$ cat src/rtl/mem_req_issuer.sv
// LSU-side initiator for the single-port data memory: queues LSQ requests and
// issues them one at a time, matching load returns by PC and emitting one completion each.
module mem_req_issuer #(
  parameter int unsigned QDEPTH      = 4,
  parameter int unsigned MEM_LATENCY = 10,
  parameter int unsigned TIMEOUT     = 16
) (
  input  logic        clk,
  input  logic        rstn,
  input  logic        req_valid,
  output logic        req_ready,
  input  logic [31:0] req_pc,
  input  logic [3:0]  req_optype,
  input  logic [31:0] req_addr,
  input  logic [31:0] req_wdata,
  output logic [31:0] mem_pc,
  output logic [31:0] mem_addr,
  output logic [3:0]  mem_optype,
  output logic [31:0] mem_wdata,
  output logic        mem_read_en,
  output logic        mem_write_en,
  output logic        mem_miss,
  input  logic [31:0] mem_rd_pc,
  input  logic [31:0] mem_rd_data,
  input  logic        mem_rd_valid,
  output logic        cmp_valid,
  output logic [31:0] cmp_pc,
  output logic [31:0] cmp_data,
  output logic        cmp_is_store,
  output logic        cmp_err
);

  localparam int unsigned PTR_W  = (QDEPTH > 1) ? $clog2(QDEPTH) : 1;
  localparam int unsigned CNT_W  = $clog2(QDEPTH + 1);
  localparam int unsigned WMAX   = (MEM_LATENCY > TIMEOUT) ? MEM_LATENCY : TIMEOUT;
  localparam int unsigned WCNT_W = $clog2(WMAX + 1);

  localparam logic [3:0] OP_LB = 4'd7;
  localparam logic [3:0] OP_LW = 4'd8;
  localparam logic [3:0] OP_SB = 4'd9;
  localparam logic [3:0] OP_SW = 4'd10;

  typedef struct packed {
    logic [31:0] pc;
    logic [3:0]  optype;
    logic [31:0] addr;
    logic [31:0] wdata;
  } req_t;

  typedef enum logic [1:0] {S_IDLE, S_ISSUE, S_WAIT, S_RESP} state_t;

  function automatic logic is_load(input logic [3:0] op);
    return (op == OP_LB) || (op == OP_LW);
  endfunction

  function automatic logic is_store(input logic [3:0] op);
    return (op == OP_SB) || (op == OP_SW);
  endfunction

  state_t             r_state;
  state_t             w_next;
  req_t               r_q [QDEPTH];
  logic [PTR_W-1:0]   r_wptr;
  logic [PTR_W-1:0]   r_rptr;
  logic [CNT_W-1:0]   r_count;
  logic [WCNT_W-1:0]  r_wcnt;
  logic [31:0]        r_mem_pc;
  logic [31:0]        r_mem_addr;
  logic [3:0]         r_mem_optype;
  logic [31:0]        r_mem_wdata;
  logic               r_mem_read_en;
  logic               r_mem_write_en;
  logic               r_mem_miss;
  logic               r_cmp_valid;
  logic [31:0]        r_cmp_pc;
  logic [31:0]        r_cmp_data;
  logic               r_cmp_is_store;
  logic               r_cmp_err;

  req_t               w_req;
  req_t               w_head;
  logic               w_full;
  logic               w_push;
  logic               w_pop;
  logic               w_cur_store;
  logic               w_hit;

  assign w_req       = '{pc: req_pc, optype: req_optype, addr: req_addr, wdata: req_wdata};
  assign w_head      = r_q[r_rptr];
  assign w_full      = (r_count == CNT_W'(QDEPTH));
  assign w_push      = req_valid && !w_full;
  assign w_pop       = (r_state == S_IDLE) && (r_count != '0);
  assign w_cur_store = is_store(r_mem_optype);
  assign w_hit       = (r_state == S_WAIT) && !w_cur_store && mem_rd_valid &&
                       (mem_rd_pc == r_mem_pc);

  // Request FIFO storage; pointers wrap naturally since QDEPTH is a power of 2
  always_ff @(posedge clk) begin
    if (w_push) r_q[r_wptr] <= w_req;
  end

  always_ff @(posedge clk or negedge rstn) begin
    if (!rstn) begin
      r_wptr  <= '0;
      r_rptr  <= '0;
      r_count <= '0;
    end else begin
      if (w_push) r_wptr <= r_wptr + PTR_W'(1);
      if (w_pop)  r_rptr <= r_rptr + PTR_W'(1);
      if (w_push && !w_pop)      r_count <= r_count + CNT_W'(1);
      else if (w_pop && !w_push) r_count <= r_count - CNT_W'(1);
    end
  end

  always_ff @(posedge clk or negedge rstn) begin
    if (!rstn) r_state <= S_IDLE;
    else       r_state <= w_next;
  end

  always_comb begin
    w_next = r_state;
    case (r_state)
      S_IDLE:  if (w_pop) w_next = S_ISSUE;
      S_ISSUE: w_next = (is_load(r_mem_optype) || w_cur_store) ? S_WAIT : S_RESP;
      S_WAIT: begin
        if (w_cur_store) begin
          if (r_wcnt == WCNT_W'(MEM_LATENCY)) w_next = S_RESP;
        end else if (w_hit || (r_wcnt == WCNT_W'(TIMEOUT - 1))) begin
          w_next = S_RESP;
        end
      end
      S_RESP:  w_next = S_IDLE;
      default: w_next = S_IDLE;
    endcase
  end

  // Issue-side registers: head latched on pop and held until the next pop
  always_ff @(posedge clk or negedge rstn) begin
    if (!rstn) begin
      r_wcnt         <= '0;
      r_mem_pc       <= '0;
      r_mem_addr     <= '0;
      r_mem_optype   <= '0;
      r_mem_wdata    <= '0;
      r_mem_read_en  <= 1'b0;
      r_mem_write_en <= 1'b0;
      r_mem_miss     <= 1'b0;
    end else begin
      if (r_state == S_ISSUE)     r_wcnt <= '0;
      else if (r_state == S_WAIT) r_wcnt <= r_wcnt + WCNT_W'(1);
      if (w_pop) begin
        r_mem_pc     <= w_head.pc;
        r_mem_addr   <= w_head.addr;
        r_mem_optype <= w_head.optype;
        r_mem_wdata  <= w_head.wdata;
      end
      r_mem_read_en  <= (w_next == S_ISSUE) && is_load(w_head.optype);
      r_mem_write_en <= (w_next == S_ISSUE) && is_store(w_head.optype);
      r_mem_miss     <= ((w_next == S_ISSUE) &&
                         (is_load(w_head.optype) || is_store(w_head.optype))) ||
                        (w_next == S_WAIT);
    end
  end

  // Completion registers; fields hold between pulses
  always_ff @(posedge clk or negedge rstn) begin
    if (!rstn) begin
      r_cmp_valid    <= 1'b0;
      r_cmp_pc       <= '0;
      r_cmp_data     <= '0;
      r_cmp_is_store <= 1'b0;
      r_cmp_err      <= 1'b0;
    end else begin
      r_cmp_valid <= (w_next == S_RESP);
      if (w_next == S_RESP) begin
        r_cmp_pc       <= r_mem_pc;
        r_cmp_is_store <= w_cur_store;
        r_cmp_err      <= (r_state == S_ISSUE) || (!w_cur_store && !w_hit);
        if (w_hit)
          r_cmp_data <= (r_mem_optype == OP_LB) ? {24'b0, mem_rd_data[7:0]} : mem_rd_data;
        else
          r_cmp_data <= '0;
      end
    end
  end

  assign req_ready    = rstn && !w_full;
  assign mem_pc       = r_mem_pc;
  assign mem_addr     = r_mem_addr;
  assign mem_optype   = r_mem_optype;
  assign mem_wdata    = r_mem_wdata;
  assign mem_read_en  = r_mem_read_en;
  assign mem_write_en = r_mem_write_en;
  assign mem_miss     = r_mem_miss;
  assign cmp_valid    = r_cmp_valid;
  assign cmp_pc       = r_cmp_pc;
  assign cmp_data     = r_cmp_data;
  assign cmp_is_store = r_cmp_is_store;
  assign cmp_err      = r_cmp_err;

endmodule

$ cat config.mk
export PLATFORM = sky130hd
export DESIGN_NAME = mem_req_issuer
export DESIGN_NICKNAME = d
export VERILOG_FILES = /design/src/rtl/mem_req_issuer.sv
export SDC_FILE = /design/constraint.sdc
export NUM_CORES = 1
export LEC_CHECK = 0
export ABC_AREA = 1
export CAP_MARGIN = 20
export CORE_ASPECT_RATIO = 1.1
export CORE_MARGIN = 4
export CORE_UTILIZATION = 54
export DETAILED_ROUTE_END_ITERATION = 10
export PLACE_DENSITY = 0.79
export REMOVE_ABC_BUFFERS = 1
export SYNTH_ARGS = -nofsm -noshare
export SYNTH_HDL_FRONTEND = slang
export SYNTH_SLANG_ARGS = --single-unit
$ cat constraint.sdc
create_clock -name clk -period 7.3 [get_ports clk]
set_input_delay 1.095 -clock clk [delete_from_list [all_inputs] [get_ports clk]]
set_output_delay 1.095 -clock clk [all_outputs]
set_load 0.02 [all_outputs]
* Word-level counts from Yosys, hierarchy flattened
Memories as Yosys holds them, arrays and structs flattened. Index checks and enable logic that the tools add are counted.
Cells by class: multipliers 0, equality and inequality tests 18, shift-type cells 0, mux-type cells 14, div/mod/pow operators 0, $add $sub $neg 5, $lt $le $gt $ge 0, bitwise logic cells 0, reduce and logical (&&, ||, !) cells 30
Operator list (number):
- $mux W32 | 2
- $eq A32 B32 Y1 | 1
- $eq A4 B4 Y1 const B | 6
- $logic_and A1 B1 Y1 | 12
- $eq A5 B4 Y1 const B | 2
- $mux W5 | 2
- $logic_or A1 B1 Y1 | 9
- $eq A2 B2 Y1 const B | 4
- $eq A4 B3 Y1 const B | 2
- $mux W2 | 4
- $pmux W2 S4 | 1
- $mux W3 | 2
- $add A5 B1 Y5 const B | 1
- $logic_not A1 Y1 | 5
- $add A2 B1 Y2 const B | 2
- $eq A2 B1 Y1 const B | 2
- $reduce_bool A2 Y1 | 2
- $add A3 B1 Y3 const B | 1
- $eq A3 B3 Y1 const B | 1
- $mux W1 | 3
- $reduce_bool A3 Y1 | 1
- $sub A3 B1 Y3 const B | 1
- $logic_not A2 Y1 | 1
Word-level totals: memory bits (writable) 400, ROM bits 0, register bits 184, output and inout port bits 171, bits in latches 0, memories 1
Memory list:
- r_q | depth 4, width 100, read ports 1, clocked after Yosys merged registers in 0, write ports 1, RTL line 62 | req_t r_q [QDEPTH];

* Logic depth before layout (Yosys ltp)
Gate-level depths: netlist (run 1).
word-level depth 13, depth in mapped cells 17, gate-level depth less buffers 15

* Worst setup path after synthesis (run 1)
OpenSTA, ideal clock, no wires.
path type input to register, start point input port req_valid, end point memory r_q[0][0] (netlist name), enable pin, required time 6.740 ns, cell stages on the path 2, setup slack 1.343 ns, arrival 5.397 ns, buffers on the path 0, cell sequence nand2_1 -> nor2_1
On the way: cells in the longest elaborated chain, start to end 3
RTL lines:
- start: declaration | RTL line 10 | input logic req_valid,
- $logic_and A1 B1 Y1 | RTL line 91 | assign w_push = req_valid && !w_full;
- $mux W1 | RTL line 99 | if (w_push) r_q[r_wptr] <= w_req;
- $mux W1 (not written as such) | RTL line 99
- end: declaration | RTL line 62
No other way between the ends.

* Final worst setup path (run 1)
start point input port rstn, end point output port req_ready
On the way: cells in the longest elaborated chain, start to end 1
RTL lines:
- start: declaration | RTL line 9 | input logic rstn,
- $logic_and A1 B1 Y1 | RTL line 187 | assign req_ready = rstn && !w_full;
- end: declaration | RTL line 11 | output logic req_ready,
No other way between the ends.

==> impl_metrics.json, run 1 <==
{
  "status": "complete, no violations",
  "hold_viol": 0,
  "dp_hpwl_um": 36000,
  "postSynthAreaPerCell_um2": 11.3,
  "setup_ws_ps": 3640,
  "crit_type": "in2out",
  "wl_um": 59100,
  "hold_class": "reg2reg",
  "grt_busiest_layer": "met2",
  "grt_overflow": 0,
  "hold_depth": 2,
  "clock_skew_ps": 13.1,
  "cp.arrival_ps": 2560,
  "yosys.area.top_type_share_pct": 51.9,
  "ys_types": 33,
  "cp-start-kind": "primary input",
  "setup_viol": 0,
  "maxCapViolations": 0,
  "drt_iter0_drc": 1184,
  "fill_cells": 3037,
  "power.density_mw_per_mm2": 441,
  "stdcell_count": 2956,
  "min_to": "cmp_data[22]$_DFFE_PN0P_",
  "synthCells": 2041,
  "die_w_um": 205,
  "ant_nets": 0,
  "yosysSeqAreaShare_pct": 71.8,
  "gp_congestion": 0.864,
  "h-tree-depth": 2,
  "clock-root-buffer": "clkbuf_16",
  "crit_path_max_fanout": 68,
  "antenna_found_initial": 8,
  "p_leak_nw": 11.0,
  "post-cts-setup-buffer-count": 0,
  "clk_pin_slew_ps": 60,
  "drv_slew": 0,
  "io_buffers": 338,
  "period_minus_slack_ps": 3660,
  "grt_max_degree": 134,
  "period_share_pct": 50.1,
  "die_h_um": 225,
  "crit-reg2reg-launch": "r_state[0]$_DFF_PN0_",
  "clk_latency_ps": 600,
  "ys_seq_elements": 584,
  "start_util_pct": 54.7,
  "cts_tree": "done",
  "placementRows": 79,
  "cts_sinks": 584,
  "grt_pass1_wl_um": 90600,
  "areaGrowthSynthToFinish_pct": 24.5,
  "yosysWarningCount": 0,
  "ios": 339,
  "vdd_ir_drop_max_uv": 328,
  "synth_common_cells": "482 x nor2_1, 400 x edfxtp_1, 292 x nand2_1, 221 x o21ai_0, 184 x dfrtp_1",
  "cts_buffers": 56,
  "hold_buffers": 0,
  "yosysMostFrequentCell": "nor2_1",
  "stdcell_area_mm2": 0.0288,
  "place_inst": 2850,
  "fin_tns_setup_ps": 0,
  "dr.pass1.iters": 5,
  "clockBufferDepth": 3,
  "final_net_count": 2522,
  "dpl_cell_area_mm2": 0.0270,
  "met3_usage_pct": 5.93,
  "rsz0062_at_grt": "false",
  "synth_area_leaders": "edfxtp_1 52%, dfrtp_1 20%, nor2_1 7.8%",
  "r2r_setup_slack_ps": 3960,
  "grt_pass1_vias": 16337,
  "tightest_slew_ps": 1070,
  "num_vias": 16465,
  "synth_area_mm2": 0.0231,
  "async_reset_ff_share_pct": 31.5,
  "end_kind": "primary output",
  "drc": 0,
  "synth_edf_count": 400,
  "design.core.area_mm2": 0.0423,
  "avgRoutedWirePerCell_um": 20.0,
  "fin_util_pct": 68.1,
  "gr-usage-met2_pct": 43.0,
  "dieArea_mm2": 0.0462,
  "synth_ff_type": "edfxtp_1",
  "pre_cts_ws_ps": 3390,
  "min_from": "cmp_data[22]$_DFFE_PN0P_",
  "cts_resized": 0,
  "slew_headroom_pct": 28.4,
  "drive_gt1_share_pct": 5.53,
  "track_usage_pct": 25.1,
  "ff2ff_path_depth": 7,
  "via_per_inst": 5.57,
  "synth_top_cell_by_area": "edfxtp_1",
  "fmax_mhz": 273,
  "worstPathRequired_ps": 6200,
  "r2r-end": "mem_pc[26]$_DFFE_PN0P_",
  "use_met1_pct": 32.5
}
## registers in the layout, indices dropped and copies added (netlist names), 3 cells and up
name / cells
r_count: 3
r_q: 400
mem_pc: 32
cmp_pc: 32
mem_optype: 4
mem_wdata: 32
r_wcnt: 5
mem_addr: 32
cmp_data: 32
## metrics by stage
step	hold slack (ps)	total power [mW]
after floorplan	504	7.90
after global placement	453	9.71
after detailed placement	457	9.92
after CTS	472	12.8
after global routing	494	13.5
final	469	12.7
## worst max-delay path by stage
stage	depth (start not counted)	slack (ps)	to	startpoint
detailed placement	15	3390	cmp_data[3]$_DFFE_PN0P_	mem_rd_pc[5]
global route	3	3490	req_ready	rstn
finish	3	3640	req_ready	rstn
floorplan	8	-620	mem_miss$_DFF_PN0_	r_rptr[0]$_DFFE_PN0P_
global placement	15	3420	mem_miss$_DFF_PN0_	mem_rd_pc[5]
CTS	3	3550	req_ready	rstn
## routing by layer
layer  vias up  routed length, um
li1       7650                  -
met1      8083              23500
met2       625              29400
met3        97               4700
met4        10               1500
met5         -                 75
## report_power, final
group / switching, mW / total (mW) / internal (mW)
Clock: 1.22 / 2.82 / 1.61
Combinational: 3.24 / 4.90 / 1.66
Sequential: 0.489 / 4.98 / 4.49
Total: 4.94 / 12.7 / 7.75
## final cells by class
| type | count | area (um2) | area share, % |
|---|---|---|---|
| timing repair buffer | 362 | 3600 | 12.5 |
| antenna | 4 | 10.0 | 0.0347 |
| inverter | 89 | 347 | 1.20 |
| tap | 567 | 709 | 2.46 |
| sequential | 584 | 16600 | 57.7 |
| clock inverter | 36 | 334 | 1.16 |
| multi-input combinational | 1249 | 5740 | 19.9 |
| clock buffer | 65 | 1460 | 5.05 |
## kinds of logic after synthesis
kind of cell               after synthesis  synth area share, %
AOI/OAI and AO/OA                      333                 7.80
muxes                                    1               0.0487
adders and majority gates               12                0.681
xor gates and xnor gates                16                0.606
and+or+nand+nor                        887                 15.5
buffers and inverters                  208                 3.60
DFF                                    584                 71.8
## cells in the final DEF, fill, tap and decap left out, types with 2 or more instances in the layout
cell             count
nor2_1             478
edfxtp_1           400
clkdlybuf4s50_1    337
nand2_1            292
o21ai_0            221
dfrtp_1            182
inv_1               82
a31oi_1             75
nand4_1             72
clkbuf_16           56
nand3_1             27
o22ai_1             25
buf_4               22
ha_1                11
clkinv_1            11
clkinv_2            10
xnor2_1              9
xor2_1               7
clkbuf_1             7
nor3_1               5
bufinv_16            5
diode_2              4
inv_2                4
a21oi_1              4
nor2_4               4
inv_6                4
clkinvlp_4           4
or2_2                3
nand3_2              3
clkbuf_8             3
o21ai_1              2
a21boi_0             2
clkinv_4             2
dfrtp_4              2
## critical path, stage by stage
cell,delay [ps]
clkbuf_8,450
a21boi_0,320
clkdlybuf4s50_1,670
No activity file was read; power rests on OpenSTA's default activity.
==> inputs of run 2 (changes only) <==
- CORE_UTILIZATION: 54 -> 49
- PLACE_DENSITY: 0.79 -> 0.76
- clock period: 7.3 -> 3.24 ns (I/O delays scaled with it)
==> run 2 against run 1 <==
Against the previous run: worst setup slack worse by 3000 ps; first-iteration DRC count is 41% higher; clock power is 140% higher; global-route usage is 1.6 points lower; die area is 9.8% higher; sequential share of layout area is 0.82 points lower; sequential power is 120% higher; critical path type is now reg2reg; critical endpoint is now cmp_data[24]$_DFFE_PN0P_.
==> impl_metrics.json, run 2 (synthesis gave the netlist of run 1 again) <==
{
  "pwr-share-comb_pct": 39.1,
  "grt_overflow": 0,
  "slowest_stage": "buf_4",
  "setup_viol": 0,
  "num_vias": 16659,
  "p_clk_share_pct": 22.8,
  "drc": 0,
  "areaGrowthSynthToFinish_pct": 26.3,
  "cp.arrival_ps": 3130,
  "regMostFlops": "r_q",
  "dr.pass1.iters": 5,
  "fill_cells": 3571,
  "cts_sinks": 584,
  "crit_top_cell": "inv_1",
  "worstPathRequired_ps": 3770,
  "crit_path_max_fanout": 47,
  "stdcell_area_mm2": 0.0292,
  "cts_tree": "done",
  "maxCapViolations": 0,
  "drive_gt1_share_pct": 6.08,
  "hold_buffers": 0,
  "period_share_pct": 80.1,
  "hold_class": "in2async",
  "clk_pin_slew_ps": 70,
  "clock-root-buffer": "clkbuf_16",
  "cp-start-kind": "flip-flop",
  "clockBufferDepth": 3,
  "cts_buffers": 57,
  "grt_max_degree": 115,
  "h-tree-depth": 2,
  "cts_resized": 0,
  "slew_headroom_pct": 32.7,
  "io_buffers": 338,
  "via_per_inst": 5.55,
  "final_net_count": 2538,
  "design.core.area_mm2": 0.0467,
  "wl_um": 61500,
  "start_util_pct": 49.5,
  "track_usage_pct": 23.6,
  "intPower_mw": 18.1,
  "dp_hpwl_um": 37400,
  "p_leak_nw": 11.2,
  "rsz0062_at_grt": "false",
  "avgRoutedWirePerCell_um": 20.5,
  "status": "complete, no violations",
  "ios": 339,
  "ant_nets": 0,
  "hold_viol": 0,
  "crit_type": "reg2reg",
  "clock_skew_ps": 22.7,
  "fmax_mhz": 385,
  "clk_latency_ps": 610,
  "dieArea_mm2": 0.0508,
  "grt_pass1_wl_um": 94300,
  "drv_slew": 0,
  "die_h_um": 236,
  "end_kind": "flip-flop",
  "final_common_cell": "nor2_1",
  "placementRows": 83,
  "largest_reg_flops": 400,
  "path_cells": "inv_1 -> ha_1 -> inv_1 -> o21ai_4 -> buf_4 -> nand4_1 -> nand2_1",
  "drt_iter0_drc": 1665,
  "die_w_um": 215,
  "period_minus_slack_ps": 2600,
  "dpl_cell_area_mm2": 0.0273,
  "power.density_mw_per_mm2": 1010,
  "tightest_slew_ps": 1010,
  "gp_congestion": 0.900,
  "fin_util_pct": 62.6,
  "p_sw_share_pct": 38.5,
  "slowest_delay_ps": 570,
  "vdd_ir_drop_max_uv": 861,
  "grt_pass1_vias": 16537,
  "antenna_found_initial": 6,
  "post-cts-setup-buffer-count": 0,
  "seq_power_share_pct": 38.0,
  "final_cell_mix": "478 x nor2_1, 400 x edfxtp_1, 337 x clkdlybuf4s50_1",
  "power.switching_mw": 11.3
}
[run 2: cell types whose count changed in the layout (fill, tap and decap cells not counted), sizes merged, moves of 3 or more]
cell,delta
bufinv,+3
inv,-3
clkbuf,+11
clkinv,-7
buf,+15
[run 2: power groups by stage]
| stage | Combinational [mW] | Sequential, mW | Clock (mW) |
|---|---|---|---|
| finish | 11.5 | 11.2 | 6.73 |
| detailed placement | 11.5 | 11.3 | 0 |
| floorplan | 5.27 | 12.4 | 0 |
| CTS | 11.6 | 11.2 | 6.85 |
| global route | 12.6 | 11.3 | 7.13 |
| global placement | 11.2 | 11.2 | 0 |
[run 2: layer usage]
| metal | track usage [%] | up-vias | routed length (um) |
|---|---|---|---|
| met1 | 30.3 | 8158 | 24600 |
| met4 | 7.40 | 8 | 1700 |
| met5 | 0 | - | 44 |
| met3 | 5.08 | 117 | 4770 |
| met2 | 40.3 | 697 | 30400 |
| li1 | - | 7679 | - |
[run 2: path summary, 6_finish.rpt]
kind	from	to	slack (ps)	depth (start not counted)
setup / recovery	r_state[0]$_DFF_PN0_	cmp_data[24]$_DFFE_PN0P_	640	7
hold / removal	rstn	r_count[2]$_DFFE_PN0P_	50	2
setup reg to reg	r_state[0]$_DFF_PN0_	cmp_data[24]$_DFFE_PN0P_	640	7
hold reg to reg	cmp_data[17]$_DFFE_PN0P_	cmp_data[17]$_DFFE_PN0P_	470	2
max in group asynchronous	rstn	cmp_data[11]$_DFFE_PN0P_	2400	2
min in group clk	cmp_data[17]$_DFFE_PN0P_	cmp_data[17]$_DFFE_PN0P_	470	2
[run 2: worst max-delay path: cells and delay by family, from the launching register on]
| family | cells | cell delay (ps) |
|---|---|---|
| buffers and inverters | 3 | 810 |
| AO/OA/AOI/OAI | 1 | 560 |
| adder cells (fa/ha/maj) | 1 | 430 |
| AND/OR/NAND/NOR | 2 | 310 |
| flip-flops | 1 | 380 |
[run 2: cell type report]
| type | instances | area, um2 | share of cell area (%) |
|---|---|---|---|
| inverter | 89 | 347 | 1.19 |
| multi-input combinational | 1249 | 5740 | 19.6 |
| timing repair buffer | 377 | 3880 | 13.3 |
| sequential | 584 | 16600 | 56.9 |
| clock buffer | 76 | 1550 | 5.29 |
| tap | 595 | 744 | 2.55 |
| antenna | 3 | 7.51 | 0.0257 |
| clock inverter | 28 | 345 | 1.18 |
[run 2: metrics by stage]
stage	setup slack, ps	hold WS [ps]	instances	power [mW]	setup TNS [ps]
2_1_floorplan	-4680	190	1922	17.7	-1428550
3_3_place_gp	284	453	2894	22.4	0
3_5_place_dp	343	458	2894	22.8	0
4_1_cts	684	84.3	2998	29.6	0
5_1_grt	462	130	3000	31.1	0
6_report	645	52.5	3001	29.4	0
==> inputs of run 3 (changes only) <==
- CORE_UTILIZATION: 49 -> 54
- PLACE_DENSITY: 0.76 -> 0.79
- clock period: 3.24 -> 2.4 ns (I/O delays scaled with it)
==> run 3 against run 2 <==
Against the previous run: final cell count down 0.17%; clock skew is 1.2 ps lower; critical path depth rose by 7; largest cell class unchanged; register-to-register slack got worse by 510 ps; clock power increased by 26%; critical endpoint is now cmp_pc[14]$_DFFE_PN0P_; non-clock buffer count rose by 23; combinational power is 38% higher; wire length fell by 2.1%; worst setup slack got worse by 510 ps; worst hold slack better by 120 ps.
==> impl_metrics.json, run 3 (synthesis gave the netlist of run 1 again) <==
{
  "status": "complete, no violations",
  "largest_reg_flops": 400,
  "antenna_found_initial": 8,
  "maxCapViolations": 0,
  "die_h_um": 225,
  "final_net_count": 2559,
  "tightest_slew_ps": 938,
  "dieArea_mm2": 0.0462,
  "post-cts-setup-buffer-count": 0,
  "fmax_mhz": 441,
  "clk_pin_slew_ps": 60,
  "dr.pass1.iters": 5,
  "fin_util_pct": 69.3,
  "track_usage_pct": 25.5,
  "start_util_pct": 54.7,
  "dp_hpwl_um": 37600,
  "crit_type": "reg2reg",
  "placementRows": 79,
  "grt_max_degree": 126,
  "clockBufferDepth": 3,
  "drive_gt1_share_pct": 6.60,
  "num_vias": 16768,
  "die_w_um": 205,
  "hold_viol": 0,
  "grt_pass1_wl_um": 92000,
  "cp.arrival_ps": 2750,
  "h-tree-depth": 2,
  "period_share_pct": 94.4,
  "wl_um": 60200,
  "grt_overflow": 0,
  "slew_headroom_pct": 37.5,
  "ios": 339,
  "io_buffers": 338,
  "gp_congestion": 0.871,
  "avgRoutedWirePerCell_um": 20.1,
  "rsz0062_at_grt": "false",
  "cts_sinks": 584,
  "drc": 0,
  "hold_class": "in2async",
  "grt_pass1_vias": 16824,
  "areaGrowthSynthToFinish_pct": 26.6,
  "cp-start-kind": "flip-flop",
  "period_minus_slack_ps": 2270,
  "design.core.area_mm2": 0.0423,
  "final_cell_mix": "478 x nor2_1, 400 x edfxtp_1, 336 x clkdlybuf4s50_1",
  "setup_viol": 0,
  "holdWs_ps": 172,
  "clk_latency_ps": 610,
  "cts_buffers": 55,
  "cts_tree": "done",
  "power.density_mw_per_mm2": 1350,
  "vdd_ir_drop_max_uv": 831,
  "report.power.total_mw": 39.5,
  "drv_slew": 0,
  "end_kind": "flip-flop",
  "drt_iter0_drc": 1212,
  "crit_path_max_fanout": 65,
  "final_common_cell": "nor2_1",
  "clock_skew_ps": 21.6,
  "p_leak_nw": 11.3,
  "ant_nets": 0,
  "regMostFlops": "r_q",
  "via_per_inst": 5.60,
  "worstPathRequired_ps": 2880,
  "clock-root-buffer": "clkbuf_16"
}
## run 3: critical path: stages (launching register included)
cell and delay [ps]:
dfrtp_1 430, inv_1 100, nand2_1 100, nand2_1 60, nor2_1 100, nand4_1 160
nor2_1 280, nand3_2 120, nand3_1 90, nand2_1 70, nand2_2 130, nand3_2 120
buf_12 230, nand2_1 110, nand2_1 50
## run 3: layout make-up
class	count	area (um2)
sequential	584	16600
fill	2962	13000
multi-input combinational	1249	5740
timing repair buffer	400	4130
clock buffer	77	1500
tap	567	709
inverter	89	347
clock inverter	26	241
antenna	4	10.0
## run 3: through the flow
stage,worst slack (ps),area [um2],setup TNS (ps),instances
floorplan,-5520,22600,-1910140,1922
global placement,-80.2,27500,-4950,2888
detailed placement,-168,27500,-9800,2888
CTS,5.76,29300,0,2992
global route,6.37,29300,0,2994
finish,134,29300,0,2996
## run 3: routing by layer
metal | GRT usage (%) | vias to the layer above | share of wire, %
met5 | 0 | - | 0.10
met4 | 9.25 | 10 | 3.2
met3 | 6.20 | 123 | 9.1
met2 | 42.8 | 756 | 48
met1 | 32.6 | 8163 | 39
li1 | - | 7716 | -
## run 3: final timing paths
path                       cells after the start  slack, ps                     end             startpoint
max                                           14        130  cmp_pc[14]$_DFFE_PN0P_  mem_pc[7]$_DFFE_PN0P_
min                                            2        170  r_count[2]$_DFFE_PN0P_                   rstn
max reg2reg                                   14        130  cmp_pc[14]$_DFFE_PN0P_  mem_pc[7]$_DFFE_PN0P_
min reg2reg                                    2        480   cmp_pc[7]$_DFFE_PN0P_  cmp_pc[7]$_DFFE_PN0P_
max in group asynchronous                      3       1070   r_rptr[0]$_DFFE_PN0P_                   rstn
min in group clk                               1        380    r_q[3][93]$_DFFE_PP_             req_pc[25]
## run 3: where the power goes
group          switching, mW  internal [mW]  total, mW
registers               1.48           13.6       15.1
clock network           3.65           4.79       8.45
logic                   10.0           5.87       15.9
## run 3: repair_timing
item	in CTS	in global routing
endpoints found under the setup margin	0	1
gates resized for setup	0	1
hold buffers	1	0
hold endpoints to repair	9	0
